$ cat src/rtl/sdram_rd_arbiter.sv
// Two-requester round-robin read arbiter in front of a single SDRAM controller read port.
// Each grant covers one address handshake followed by a fixed-length data burst, with a stall timeout.
module sdram_rd_arbiter #(
   parameter int unsigned AW     = 24,
   parameter int unsigned DW     = 16,
   parameter int unsigned BL     = 8,
   parameter int unsigned TO_CYC = 255
) (
   input  logic          sdram_clk,
   input  logic          rst_n,
   input  logic [AW-1:0] m0_addr,
   input  logic          m0_avalid,
   output logic          m0_aready,
   output logic [DW-1:0] m0_rdata,
   output logic          m0_rvalid,
   input  logic          m0_rready,
   input  logic [AW-1:0] m1_addr,
   input  logic          m1_avalid,
   output logic          m1_aready,
   output logic [DW-1:0] m1_rdata,
   output logic          m1_rvalid,
   input  logic          m1_rready,
   output logic [AW-1:0] s_addr,
   output logic          s_avalid,
   input  logic          s_aready,
   input  logic [DW-1:0] s_rdata,
   input  logic          s_rvalid,
   output logic          s_rready,
   output logic [1:0]    grant,
   output logic          err_timeout
);

   localparam int unsigned CNT_W = 5;
   localparam int unsigned STL_W = 8;

   typedef enum logic [1:0] {S_IDLE, S_ADDR, S_DATA} state_t;

   state_t             state_q, state_d;
   logic [1:0]         grant_q, grant_d;
   logic [AW-1:0]      addr_q, addr_d;
   logic [CNT_W-1:0]   beat_cnt_q, beat_cnt_d;
   logic [STL_W-1:0]   stall_q, stall_d;
   logic               last_m1_q, last_m1_d;
   logic               err_q, err_d;
   logic               in_data;
   logic               beat;
   logic               pick_m0;

   // State register; reset leaves last_grant on m1 so m0 wins the first tie.
   always_ff @(posedge sdram_clk or negedge rst_n) begin
      if (!rst_n) begin
         state_q    <= S_IDLE;
         grant_q    <= 2'b00;
         addr_q     <= '0;
         beat_cnt_q <= '0;
         stall_q    <= '0;
         last_m1_q  <= 1'b1;
         err_q      <= 1'b0;
      end else begin
         state_q    <= state_d;
         grant_q    <= grant_d;
         addr_q     <= addr_d;
         beat_cnt_q <= beat_cnt_d;
         stall_q    <= stall_d;
         last_m1_q  <= last_m1_d;
         err_q      <= err_d;
      end
   end

   assign in_data = (state_q == S_DATA);
   assign beat    = s_rvalid & s_rready;

   // Next-state: arbitrate in idle, hold address through the burst, count beats and stalls.
   always_comb begin
      state_d    = state_q;
      grant_d    = grant_q;
      addr_d     = addr_q;
      beat_cnt_d = beat_cnt_q;
      stall_d    = stall_q;
      last_m1_d  = last_m1_q;
      err_d      = 1'b0;
      pick_m0    = m0_avalid & (~m1_avalid | last_m1_q);
      case (state_q)
         S_IDLE: begin
            if (m0_avalid | m1_avalid) begin
               grant_d = pick_m0 ? 2'b01 : 2'b10;
               addr_d  = pick_m0 ? m0_addr : m1_addr;
               state_d = S_ADDR;
            end
         end
         S_ADDR: begin
            if (s_aready) begin
               state_d    = S_DATA;
               beat_cnt_d = '0;
               stall_d    = '0;
            end
         end
         S_DATA: begin
            if (beat) begin
               stall_d = '0;
               if (beat_cnt_q == CNT_W'(BL - 1)) begin
                  state_d   = S_IDLE;
                  grant_d   = 2'b00;
                  last_m1_d = grant_q[1];
               end else begin
                  beat_cnt_d = beat_cnt_q + CNT_W'(1);
               end
            end else if (stall_q == STL_W'(TO_CYC - 1)) begin
               state_d   = S_IDLE;
               grant_d   = 2'b00;
               last_m1_d = grant_q[1];
               err_d     = 1'b1;
            end else begin
               stall_d = stall_q + STL_W'(1);
            end
         end
         default: state_d = S_IDLE;
      endcase
   end

   assign s_avalid    = (state_q == S_ADDR);
   assign s_addr      = addr_q;
   assign grant       = grant_q;
   assign err_timeout = err_q;

   assign m0_aready = s_avalid & s_aready & grant_q[0];
   assign m1_aready = s_avalid & s_aready & grant_q[1];
   assign s_rready  = in_data & ((grant_q[0] & m0_rready) | (grant_q[1] & m1_rready));
   assign m0_rvalid = in_data & grant_q[0] & s_rvalid;
   assign m1_rvalid = in_data & grant_q[1] & s_rvalid;
   assign m0_rdata  = s_rdata;
   assign m1_rdata  = s_rdata;

endmodule

$ cat config.mk
export PLATFORM = sky130hd
export DESIGN_NAME = sdram_rd_arbiter
export DESIGN_NICKNAME = d
export VERILOG_FILES = /design/src/rtl/sdram_rd_arbiter.sv
export SDC_FILE = /design/constraint.sdc
export NUM_CORES = 1
export LEC_CHECK = 0
export ABC_AREA = 1
export CAP_MARGIN = 20
export CORE_MARGIN = 1.5
export CORE_UTILIZATION = 25
export CTS_CLUSTER_SIZE = 30
export DETAILED_ROUTE_END_ITERATION = 16
export PLACE_DENSITY = 0.65
export SYNTH_ARGS = -nofsm -noshare
export SYNTH_HDL_FRONTEND = slang
export SYNTH_SLANG_ARGS = --single-unit
$ cat constraint.sdc
create_clock -name sdram_clk -period 2.1 [get_ports sdram_clk]
set_clock_uncertainty 0.15 [all_clocks]
set_input_delay 0.315 -clock sdram_clk [delete_from_list [all_inputs] [get_ports sdram_clk]]
set_output_delay 0.315 -clock sdram_clk [all_outputs]
set_load 0.02 [all_outputs]
==> results of run 1 <==
==> metal layers <==
metal,GRT usage (%),vias to the layer above
met3,2.82,17
met4,4.15,0
met1,15.0,1101
li1,-,1189
met5,0,-
met2,22.4,75
==> cells in the mapped netlist <==
library cell / count / area share (%)
inv_1: 15 / 2.1
a21oi_1: 49 / 9.2
or2_2: 1 / 0.24
nand4_1: 7 / 1.7
xor2_1: 3 / 0.99
nor2_2: 1 / 0.24
inv_2: 5 / 0.71
o21bai_1: 1 / 0.28
nand2_2: 8 / 1.9
buf_2: 8 / 1.5
ha_1: 8 / 3.8
nand2_1: 75 / 11
clkinv_4: 1 / 0.33
a21oi_4: 1 / 0.61
nor2_4: 2 / 0.85
dfrtp_1: 42 / 40
nand3_2: 2 / 0.76
nor2_1: 36 / 5.1
xnor2_1: 1 / 0.33
a22oi_1: 1 / 0.28
nor3_1: 5 / 0.94
o21ai_2: 4 / 1.3
buf_4: 33 / 9.3
nand3_1: 13 / 2.5
buf_12: 1 / 0.76
o21ai_1: 6 / 1.1
o21ai_4: 1 / 0.61
nand2_4: 3 / 1.3
dfstp_2: 1 / 0.99
==> per-stage QoR <==
stage / setup slack, ns / TNS [ns] / std cells
floorplan: 0.266 / 0 / 334
global placement: -0.0622 / -0.106 / 532
detailed placement: -0.0599 / -0.119 / 532
CTS: 0.0168 / 0 / 541
global route: 0.00949 / 0 / 541
finish: 0.0904 / 0 / 541
==> critical path: stages, from the launching register on <==
cell             delay (ns)
dfrtp_1                0.40
inv_1                  0.08
ha_1                   0.21
inv_2                  0.06
nor3_1                 0.16
clkdlybuf4s15_1        0.33
==> what timing repair did <==
action	4_1_cts	5_1_grt
hold endpoints to repair	18	0
resized for setup	6	9
setup endpoints to repair	6	5
hold buffers	1	0
==> state kept, by name, indices dropped and copies added, names as in the netlist <==
name,count
s_addr,24
beat_cnt_q,5
stall_q,8
state_q,2
grant,2
last_m1_q,1
err_timeout,1
==> cell type report <==
cell class | count | area, µm² | share of cell area [%]
Multi-Input combinational cell | 228 | 1180 | 32.8
Inverter | 21 | 83.8 | 2.32
Timing Repair Buffer | 105 | 1010 | 27.8
Clock inverter | 1 | 5.00 | 0.139
Tap cell | 136 | 170 | 4.71
Sequential cell | 43 | 1080 | 29.8
Clock buffer | 7 | 86.3 | 2.39
==> how the worst min path moves through the flow <==
stage	to	slack, ns	depth (start not counted)
finish	last_m1_q$_DFFE_PN1P_	0.33	2
global route	last_m1_q$_DFFE_PN1P_	0.38	2
CTS	last_m1_q$_DFFE_PN1P_	0.34	2
detailed placement	beat_cnt_q[0]$_DFFE_PN0P_	0.17	1
global placement	beat_cnt_q[0]$_DFFE_PN0P_	0.17	1
floorplan	beat_cnt_q[0]$_DFFE_PN0P_	-0.13	0
==> power by group through the flow <==
stage	Sequential (mW)	Clock, mW	Combinational, mW
2_1_floorplan	1.63	0	1.20
3_3_place_gp	1.32	0	2.40
3_5_place_dp	1.34	0	2.43
4_1_cts	1.32	0.576	2.43
5_1_grt	1.36	0.608	2.64
6_report	1.32	0.542	2.39
==> logic make-up (layout without fill, tap and decap cells) <==
family | Yosys count | count (layout) | synth area share (%)
simple gates | 153 | 153 | 26.0
flops | 43 | 43 | 40.6
buf+inv | 63 | 134 | 14.8
xor+xnor | 4 | 4 | 1.32
compound gates | 63 | 63 | 13.5
fa+ha+maj | 8 | 8 | 3.78
==> reports/metrics.cfg, run 1 <==
[pwr]
combPwrFrac_pct = 56.3
intPower_mw = 2.42
design_power_total_mw = 4.25
power.switching_mw = 1.83
p_per_area_mw_per_mm2 = 1180
peakVddDrop_mv = 0.454
clkPwrFrac_pct = 12.7
power_frac_seq_pct = 31.0
switching_share_pct = 43.0
p_leak_nw = 1.58

[layout]
layout-drive-gt1-share_pct = 14.1
synthToLayoutAreaGrowth_pct = 36.3
layout_common_cells = 81 x clkdlybuf4s50_1, 75 x nand2_1, 49 x a21oi_1, 42 x dfrtp_1, 36 x nor2_1
fill_cells = 1075
fin_nets = 484
final_common_cell = clkdlybuf4s50_1
finalCoreUtilization_pct = 35.0
design_area_mm2 = 0.00361
diodes = 0

[timing]
rsz0062_at_grt = false
worstMarginPinSlew_ns = 0.520
finalHoldViolCount = 0
finalSetupViolCount = 0
fmaxAchievable_mhz = 498
slew_viol_final = 0
post-route-min-period_ns = 2.01
hold_slack_ns = 0.331
slew_headroom_pct = 65.3
fin_crit_sh_pct = 95.7

[floorplanning]
start_util_pct = 25.7
row_count = 37
die_h_um = 106
die_area_mm2 = 0.0112
core_area_mm2 = 0.0103
ios = 137
die_x_um = 106

[setup_path]
cp_max_fo = 3
crit_end = m1_aready
cp-end-kind = output pin
cp.arrival_ns = 1.54
crit_type = flop to output pin
required_ns = 1.63
r2r_slack_ns = 0.34
crit_path_start_kind = flop
crit_start = state_q[1]$_DFFE_PN0P_
reg2reg_to = s_addr[23]$_DFFE_PN0P_
ff2ff_path_depth = 7
timing.rr.start = state_q[1]$_DFFE_PN0P_

[synth]
ys_seq_area_share_pct = 40.6
syn_avg_cell_area_um2 = 7.94
syn-num-nets = 414
synthDistinctLibCells = 29
yosys_warnings = 0
syn_area_mm2 = 0.00265
synth_seq_cells = 43
postSynthCellCount = 334

[drt]
viasPerCell = 4.40
dr_wl_met2_um = 3190
drt_iter0_markers = 64
drc = 0
top_layer = met4
wl_met3_um = 432
wl_met1_um = 3180
drt_pass1_iterations = 4
wl_per_cell_um = 12.8
vias = 2382
wirelength_um = 6920
drt.antenna.violating_nets = 0

[clocking]
tritoncts = done
clk_latency_ns = 0.29
cts_buffer_depth = 2
path_clk_slew_ns = 0.08
post-cts-setup-buffer-count = 0
cts_buffers = 5
cts-root-buf = clkbuf_8
h-tree-depth = 2
cts_sinks = 43

[hold_path]
hp-class = flop to flop
holdCritStartpoint = last_m1_q$_DFFE_PN1P_

[place]
dpl-instance-area_mm2 = 0.00352
portBuffers = 88
place.gp.congestion = 0.790
post-dp-hpwl_um = 5180

[grt]
grt_max_degree = 26
antenna_found_initial = 0
grt_pass1_vias = 2495
grt_pass1_wl_um = 11400
grt_usage_pct = 12.6
grt-ovfl-total = 0

[outcome]
outcome = finished, final reports clean

[run]
maxCapViolCount = 0

No activity file was read; power rests on OpenSTA's default activity.
==> inputs of run 2 (changes only) <==
--- a/config.mk
+++ b/config.mk
@@ -11,6 +11,7 @@
 export CORE_UTILIZATION = 25
 export CTS_CLUSTER_SIZE = 30
 export DETAILED_ROUTE_END_ITERATION = 16
+export HOLD_SLACK_MARGIN = 0.08
 export PLACE_DENSITY = 0.65
 export SYNTH_ARGS = -nofsm -noshare
 export SYNTH_HDL_FRONTEND = slang
==> results of run 2 <==
No change in the layout: final DEF, timing and power equal those of run 1.
==> inputs of run 3 (changes only) <==
--- a/config.mk
+++ b/config.mk
@@ -8,11 +8,11 @@
 export ABC_AREA = 1
 export CAP_MARGIN = 20
 export CORE_MARGIN = 1.5
-export CORE_UTILIZATION = 25
+export CORE_UTILIZATION = 40
 export CTS_CLUSTER_SIZE = 30
 export DETAILED_ROUTE_END_ITERATION = 16
 export HOLD_SLACK_MARGIN = 0.08
-export PLACE_DENSITY = 0.65
+export PLACE_DENSITY = 0.91
 export SYNTH_ARGS = -nofsm -noshare
 export SYNTH_HDL_FRONTEND = slang
 export SYNTH_SLANG_ARGS = --single-unit
==> run 3 against run 2 <==
Core utilization is 20 points higher; cell area down 3.2%; worst hold slack improved by 0.0080 ns; first-iteration DRC count is 4.7% higher; count of clock-buffer cells in the layout shrank 1; register-to-register slack got worse by 0.03 ns; combinational power is 2% lower; via count is 1.3% higher; non-clock buffer count is 4 lower; global-route usage up 7.2 points; flip-flop and latch count unchanged; clock power fell by 3%.
==> reports/metrics.cfg, run 3 (synthesis gave the netlist of run 1 again) <==
[clocking]
path_clk_slew_ns = 0.08  ; about the same
tritoncts = done
cts-root-buf = clkbuf_8
h-tree-depth = 2  ; unchanged
post-cts-setup-buffer-count = 0  ; unchanged
cts_buffer_depth = 2  ; unchanged
cts_buffers = 5  ; unchanged
cts_sinks = 43  ; unchanged
clk_latency_ns = 0.30  ; about the same

[setup_path]
crit_path_start_kind = flop
cp-end-kind = output pin
r2r_slack_ns = 0.31  ; -0.03 ns
required_ns = 1.63  ; about the same
cp_slowest_cell = dfrtp_1
critPathMaxStageDelay_ns = 0.41  ; about the same
crit_start = state_q[1]$_DFFE_PN0P_
path_depth = 5  ; unchanged
reg2reg_to = beat_cnt_q[2]$_DFFE_PN0P_
timing.rr.start = state_q[0]$_DFFE_PN0P_
crit_buf_inv = 3  ; unchanged
cp_cell_sequence = inv_1 > ha_1 > inv_2 > nor3_1 > dlygate4sd2_1
cp.arrival_ns = 1.56  ; +0.02 ns
cp_max_fo = 3  ; unchanged
ff2ff_path_depth = 9  ; +2
crit_type = flop to output pin
critPathTopFamily = buffers and inverters
crit_end = m1_aready

[timing]
post-route-min-period_ns = 2.03  ; +0.0159 ns
fin_setup_tns_ns = 0  ; unchanged
finalHoldViolCount = 0  ; unchanged
fin_crit_sh_pct = 96.5  ; +0.76 points
slew_headroom_pct = 63.6  ; -1.7 points
finalSetupViolCount = 0  ; unchanged
slew_viol_final = 0  ; unchanged
fmaxAchievable_mhz = 494  ; -0.79%
worstMarginPinSlew_ns = 0.546  ; +0.0255 ns
rsz0062_at_grt = false

[place]
post-dp-hpwl_um = 5250  ; +1.5%
dpl-instance-area_mm2 = 0.00342  ; -2.9%
portBuffers = 88  ; unchanged
place.gp.congestion = 0.832  ; +5.4%

[floorplanning]
core_area_mm2 = 0.00639  ; -38%
start_util_pct = 41.5  ; +16 points
row_count = 29  ; -22%
die_h_um = 84.4  ; -20%
ios = 137  ; unchanged
die_x_um = 84.4  ; -20%
die_area_mm2 = 0.00713  ; -37%

[pwr]
peakVddDrop_mv = 0.724  ; +60%
p_per_area_mw_per_mm2 = 1200  ; +2.2%
p_leak_nw = 1.57  ; -0.91%

[layout]
design_area_mm2 = 0.00350  ; -3.2%
finalCoreUtilization_pct = 54.8  ; +20 points
fill_cells = 564  ; -48%
largest_reg_flops = 24  ; unchanged
synthToLayoutAreaGrowth_pct = 31.9
diodes = 0  ; unchanged
layout-drive-gt1-share_pct = 13.7  ; -0.36 points
fin_nets = 480  ; -0.83%
final_common_cell = clkdlybuf4s50_1
layout_common_cells = 81 x clkdlybuf4s50_1, 75 x nand2_1, 49 x a21oi_1, 42 x dfrtp_1, 36 x nor2_1

[hold_path]
hp-class = flop to flop

[drt]
drc = 0  ; unchanged
drt.antenna.violating_nets = 0  ; unchanged
wl_per_cell_um = 14.7  ; +15%
viasPerCell = 5.05  ; +15%
vias = 2413  ; +1.3%
wirelength_um = 7040  ; +1.7%
drt_iter0_markers = 67  ; +4.7%
drt_pass1_iterations = 6  ; +2

[grt]
grt_max_degree = 26  ; unchanged
grt_pass1_vias = 2374  ; -4.8%
antenna_found_initial = 0  ; unchanged
grt_pass1_wl_um = 11400  ; +0.61%
grt_usage_pct = 19.9  ; +7.2 points
grt-ovfl-total = 0  ; unchanged

[outcome]
outcome = finished, final reports clean

[run]
maxCapViolCount = 0  ; unchanged

## run 3: cell count changes in the layout (fill, tap and decap cells not counted), sizes merged
cell / change
dlygate4sd2: -1
buf: -3
dlymetal6s2s: +1
clkinvlp: +1
clkdlybuf4s15: -2
## run 3: worst min-delay path by stage
| stage | from | end | slack [ns] | depth (start not counted) |
|---|---|---|---|---|
| final | last_m1_q$_DFFE_PN1P_ | last_m1_q$_DFFE_PN1P_ | 0.34 | 2 |
| after detailed placement | rst_n | s_addr[3]$_DFFE_PN0P_ | 0.17 | 1 |
| after global routing | last_m1_q$_DFFE_PN1P_ | last_m1_q$_DFFE_PN1P_ | 0.36 | 2 |
| after floorplan | rst_n | beat_cnt_q[0]$_DFFE_PN0P_ | -0.13 | 0 |
| after CTS | last_m1_q$_DFFE_PN1P_ | last_m1_q$_DFFE_PN1P_ | 0.34 | 2 |
| after global placement | rst_n | s_addr[5]$_DFFE_PN0P_ | 0.17 | 1 |
## run 3: timing repair
action / in CTS / in global routing
hold endpoints to repair: 21 / 0
setup endpoints to repair: 5 / 5
gates resized for setup: 7 / 12
hold buffers: 1 / 0
## run 3: area by class of cell
| cell class | count | area (µm²) | area share (%) |
|---|---|---|---|
| clock buffers | 6 | 72.6 | 2.08 |
| clock inverters | 2 | 12.5 | 0.358 |
| inverters | 21 | 83.8 | 2.40 |
| multi-input cells | 228 | 1180 | 33.9 |
| flip-flops and latches | 43 | 1080 | 30.8 |
| well taps | 77 | 96.3 | 2.75 |
| repair buffers | 101 | 970 | 27.7 |
## run 3: routing by layer
metal / vias to the layer above / global-route usage (%) / share of wire [%]
met5: - / 0 / 0
met4: 0 / 5.72 / 1.4
met3: 9 / 3.74 / 6.9
met2: 106 / 36.4 / 50
met1: 1116 / 23.7 / 41
li1: 1182 / - / -
## run 3: per-stage QoR
step	setup slack [ns]	hold WS (ns)	power, mW	std cells
6_report	0.0745	0.339	4.21	478
5_1_grt	0.00525	0.359	4.50	478
2_1_floorplan	0.266	-0.131	2.83	334
3_5_place_dp	-0.0277	0.171	3.72	469
3_3_place_gp	-0.0291	0.169	3.60	469
4_1_cts	0.00451	0.342	4.24	478
## run 3: power by group
group          total [mW]  switching [mW]  internal, mW
Clock               0.526           0.293         0.233
Combinational        2.34            1.36         0.980
Sequential           1.34           0.207          1.13
Total                4.21            1.86          2.34
## run 3: worst reg2reg max path, delay by kind of cell, from the launching register on
family                   cells  cell delay (ns)
flip-flops                   1             0.39
AND/OR/NAND/NOR              6             0.63
buffers and inverters        2             0.31
adder cells (fa/ha/maj)      1             0.25
